<file path="src/rtl/fifo_stream_reader.sv">
// Read-side controller for the synchronous FIFO: issues rd_en, captures the
// registered read data into a 2-entry skid buffer and presents it as a valid/ready stream.
module fifo_stream_reader #(
    parameter int FIFO_WIDTH = 16,
    parameter int CNT_WIDTH  = 16
) (
    input  logic                  clk,
    input  logic                  rst,
    input  logic                  en,
    input  logic                  fifo_empty,
    input  logic [FIFO_WIDTH-1:0] fifo_data_out,
    input  logic                  fifo_underflow,
    output logic                  fifo_rd_en,
    output logic [FIFO_WIDTH-1:0] m_data,
    output logic                  m_valid,
    input  logic                  m_ready,
    output logic [CNT_WIDTH-1:0]  rd_count,
    output logic                  busy,
    output logic                  proto_err
);

    logic [1:0]            occ;
    logic                  inflight;
    logic [FIFO_WIDTH-1:0] head_q;
    logic [FIFO_WIDTH-1:0] tail_q;
    logic [1:0]            level;
    logic                  push;
    logic                  pop;

    assign push    = inflight;
    assign m_valid = (occ != 2'd0);
    assign m_data  = head_q;
    assign pop     = m_valid && m_ready;
    assign level   = occ + {1'b0, inflight};
    assign busy    = (occ != 2'd0) || inflight;

    // A read may be issued into a full reservation only when a pop frees a slot
    // this same cycle; that keeps occ + inflight <= 2.
    assign fifo_rd_en = !rst && en && !fifo_empty && ((level < 2'd2) || pop);

    always_ff @(posedge clk) begin
        if (rst) begin
            occ       <= 2'd0;
            inflight  <= 1'b0;
            head_q    <= '0;
            tail_q    <= '0;
            rd_count  <= '0;
            proto_err <= 1'b0;
        end else begin
            inflight <= fifo_rd_en;
            occ      <= occ + {1'b0, push} - {1'b0, pop};

            // Head takes the landing word when it would otherwise be empty,
            // otherwise it shifts up from the tail on a pop.
            if (push && ((occ == 2'd0) || ((occ == 2'd1) && pop)))
                head_q <= fifo_data_out;
            else if (pop)
                head_q <= tail_q;

            if (push && (((occ == 2'd1) && !pop) || (occ == 2'd2)))
                tail_q <= fifo_data_out;

            if (pop)
                rd_count <= rd_count + 1'b1;

            if (inflight && fifo_underflow)
                proto_err <= 1'b1;
        end
    end

    always_ff @(posedge clk) begin
        if (!rst) begin
            assert (!(push && !pop && (occ == 2'd2)));
        end
    end

endmodule

</file>
<file path="config.mk">
export PLATFORM = sky130hd
export DESIGN_NAME = fifo_stream_reader
export DESIGN_NICKNAME = d
export VERILOG_FILES = /design/src/rtl/fifo_stream_reader.sv
export SDC_FILE = /design/constraint.sdc
export NUM_CORES = 1
export LEC_CHECK = 0
export BUFFER_PORTS_ARGS = -buffer_cell sky130_fd_sc_hd__buf_2
export CORE_AREA = 10 10 72 104
export CTS_BUF_LIST = sky130_fd_sc_hd__clkbuf_8
export DETAILED_ROUTE_END_ITERATION = 10
export DIE_AREA = 0 0 82 114
export PLACE_DENSITY = 0.59
export SLEW_MARGIN = 5
export SYNTH_ARGS = -nofsm -noshare
export SYNTH_HDL_FRONTEND = slang
export SYNTH_SLANG_ARGS = --single-unit
</file>
<file path="constraint.sdc">
create_clock -name clk -period 2.4 [get_ports clk]
set_input_delay 0.48 -clock clk [delete_from_list [all_inputs] [get_ports clk]]
set_output_delay 0.48 -clock clk [all_outputs]
set_load 0.02 [all_outputs]
</file>
[Word level (Yosys, flattened, before mapping)]
Cells that the tools add are included.
W data, S select, Z words.
Operators by class
  equality and inequality tests: 2
  add/subtract/negate cells: 3
  $lt $le $gt $ge: 1
  reduce and logical (&&, ||, !) cells: 19
  muxes and demuxes: 2
Operators with widths (count)
  $mux W16: 2
  $add A16 B1 Y16 const B: 1
  $logic_and A1 B1 Y1: 9
  $logic_or A1 B1 Y1: 4
  $reduce_bool A2 Y1: 2
  $logic_not A1 Y1: 3
  $add A2 B1 Y2: 1
  $eq A2 B1 Y1 const B: 1
  $eq A2 B2 Y1 const B: 1
  $logic_not A2 Y1: 1
  $lt A2 B2 Y1 const B: 1
  $sub A2 B1 Y2: 1
Storage, ports and cells
  output and inout port bits: 36
  register bits: 52
  input port bits: 22
  word-level logic and storage cells: 33

[Logic depth before layout (Yosys ltp)]
  depth in word-level cells: 6
  mapped depth: 6
  gate-level depth less buffers: 5

[Worst setup path before layout]
Ideal clock, no wire load.
  path kind: input port to output port
  from: input port rst
  to: output port fifo_rd_en
  setup slack: 562 ps
  arrival: 1358 ps
  path buffers: 2
  cell stages on the path: 5
  data required time: 1920 ps
  path through: clkbuf_1 -> clkbuf_1 -> nor2_1 -> nand2_1 -> a21oi_1
On the way
  longest elaborated chain between the ends: 4
Ends and longest elaborated chain
  start, declared: line 8  | input logic rst,
  $logic_not A1 Y1
  $logic_and A1 B1 Y1 (3 in a row): line 39  | assign fifo_rd_en = !rst && en && !fifo_empty && ((level < 2'd2) || pop);
  end, declared: line 13  | output logic fifo_rd_en,
Every way passes these cells.

[Worst setup path in the final report]
  from: register occ[1]
  to: output port fifo_rd_en
On the way
  longest elaborated chain between the ends: 4
  elaborated cells between the ends (all ways): 6
  classes of those cells: add/sub (1); order compare (1); reduce/logical (4)
Ends and longest elaborated chain
  start, declared: line 22  | logic [1:0] occ;
  start signal, assigned: line 51  | occ <= occ + {1'b0, push} - {1'b0, pop};
  $add A2 B1 Y2 or $reduce_bool A2 Y1 (tied branches): line 34, 31
  $lt A2 B2 Y1 or $logic_and A1 B1 Y1 (tied branches): line 39, 33
  $logic_or A1 B1 Y1 *: line 39
  $logic_and A1 B1 Y1 *: line 39
Every way passes the cells marked *; elsewhere a longest branch is shown, timed or not.

==> run_results.csv <==
group,metric,value,unit
run_status,status,"complete, no violations",
timing,worst_slew_pin_slew,1.09,ns
synthesis,mappedNetlistNets,273,
worst_setup_path,crit_arrival,1.57,ns
global_route,grt_pass1_wl,9000,um
synthesis,synth_common_cells,"dfxtp_1 (52), nor2_1 (49), nand2_1 (38)",
placed_design,place.gp.congestion,0.740,
route,wl_per_cell,14.4,um
timing,setup_viol,0,
timing,finalCritPeriodShare,85.2,%
timing,hold_viol_final,0,
synthesis,yosysTopAreaCellShare,47.7,%
global_route,grt_max_degree,54,
die,core_area,5700,um^2
cts,root_buffer,"clkbuf_8",
route,drtAntennaViolNets,0,
die,dieWidth,82,um
synthesis,ys_seq_elements,52,
synthesis,synth_edf_count,0,
global_route,grt_pass1_vias,1803,
cts,cts_tree,"built",
timing,relSlewSlack,27.2,%
cts,h-tree-depth,2,
layout,fin_nets,326,
hold_path,holdCritPathClass,"in -> reg",
route,first_pass_iters,4,
cts,clk_latency,0.30,ns
synthesis,async_flop_share,0,%
die,start_util,38.3,%
pwr,irDropWorstVdd,0.346,mV
cts,cts-resized-gates,0,
die,ios,58,
synthesis,syn-instance-count,248,
worst_setup_path,crit_required,1.92,ns
layout,fillers,592,
timing,rsz0062_at_grt,"false",
route,post-route-drc-count,0,
placed_design,dp.cells,366,
job,cap_viol_max_count,0,
die,die_y,114,um
cts,hold_buffers,0,
layout,fin_cells,374,
placed_design,dp_hpwl,3830,um
layout,drive_above_1_share,25.5,%
timing,timing.fmax,489,MHz
synthesis,ys_types,29,
worst_setup_path,worstSetupEndpointType,"output port",
pwr,cellPowerDensity,836,nW/um^2
cts,cts_num_sinks,52,
placed_design,portBuffers,57,
die,dieArea,9350,um^2
synthesis,yosysMostFrequentCell,"dfxtp_1",
timing,finalMaxSlewViolations,0,
worst_setup_path,critical_path_class,"reg -> out",
synthesis,syn_area,2180,um^2
timing,fin_setup_tns,0,ns
route,wirelength,5390,um
global_route,grt_usage,11.9,%
synthesis,yosys-top-cells-area,"dfxtp_1 (48%), nor2_1 (8.4%), mux2i_1 (7.3%), nand2_1 (6.5%), a311oi_1 (6.4%)",
layout,final_area,2640,um^2
route,vias,1847,
layout,n_antenna_cell,0,
cts,clk_pin_slew,0.10,ns
cts,clock_path_buffers,2,
cts,cts_setup_buffers,0,
synthesis,synth-seq-area-share,47.7,%
global_route,antenna_found_initial,0,
synthesis,synth_ff_type,"dfxtp_1",
synthesis,synth_warnings,0,
synthesis,synth_area_per_cell,8.80,um^2
timing,skew,0.00934,ns
synthesis,yosysTopAreaCell,"dfxtp_1",
timing,fin_crit,2.05,ns
route,avgViaCountPerCell,4.94,
cts,cts_buffers,5,
pwr,power_leakage,1.20,nW
worst_setup_path,crit_path_max_fanout,14,
route,drt_iter0_drc,100,
layout,area_growth,20.9,%
global_route,grt_overflow,0,
worst_setup_path,cp-start-kind,"flop",
placed_design,dpl-instance-area,2520,um^2
die,rows,34,
[registers in the layout, summed over array words and instances (netlist names)]
register and cells:
proto_err 1, rd_count 16, occ 2, inflight 1, m_data 16, tail_q 16
[through the flow]
| step | power (W) | hold WS (ns) | setup WS, ns | util (%) |
|---|---|---|---|---|
| floorplan | 0.00142 | 0.454 | 0.562 | - |
| global placement | 0.00161 | 0.447 | 0.435 | 44.2 |
| detailed placement | 0.00161 | 0.470 | 0.403 | 44.2 |
| CTS | 0.00224 | 0.406 | 0.335 | 46.3 |
| global route | 0.00232 | 0.402 | 0.247 | 46.3 |
| finish | 0.00221 | 0.418 | 0.354 | 46.3 |
[logic make-up after synthesis]
family | Yosys count | synth area share (%)
simple gates | 117 | 24.3
flops | 52 | 47.7
compound gates | 26 | 9.06
buf+inv | 19 | 3.67
mux | 18 | 8.37
xor+xnor | 13 | 5.22
fa+ha+maj | 3 | 1.72
[placed cells by master (no fill, tap or decap), types with 4 or more instances in the layout]
cell type / count
buf_2: 57
dfxtp_1: 52
nor2_1: 49
nand2_1: 38
a311oi_1: 16
mux2i_1: 16
xnor2_1: 10
a21oi_1: 6
nor3_1: 5
clkbuf_8: 5
inv_1: 4
or3_1: 4
nand3_1: 4
buf_4: 4
[layout make-up]
cell class	count	area, um^2	share of cell area (%)
sequential	52	1040	39.5
inverter	4	15.0	0.569
multi-input combinational	177	1060	40.2
clock inverter	3	46.3	1.76
timing repair buffer	61	315	12.0
tap	72	90.1	3.42
clock buffer	5	68.8	2.61
[final timing paths]
| check | startpoint | to | slack, ns | depth (start not counted) |
|---|---|---|---|---|
| setup / recovery | occ[1] | fifo_rd_en | 0.35 | 3 |
| hold / removal | fifo_data_out[6] | tail_q[6] | 0.42 | 3 |
| setup reg to reg | occ[1] | rd_count[13] | 0.48 | 5 |
| hold reg to reg | tail_q[13] | m_data[13] | 0.48 | 2 |
[critical path, cell delays in order (launching register included)]
cell and delay (ns):
dfxtp_1 0.38, o21ai_2 0.55, a21oi_1 0.13, buf_2 0.20
[layer usage]
layer	global-route usage, %	part of all wire [%]	vias to the layer above	wire (um)
li1	-	-	953	-
met1	14.6	44	853	2370
met2	19.3	49	39	2650
met3	3.31	6.1	2	329
met4	4.10	0.78	0	42
met5	0	0	-	0
[power by group]
part           internal (W)  switching [W]
Sequential         0.000942      0.0000693
Combinational      0.000199       0.000375
Clock              0.000315       0.000306
Note: power is estimated with default switching activity, not from simulation.
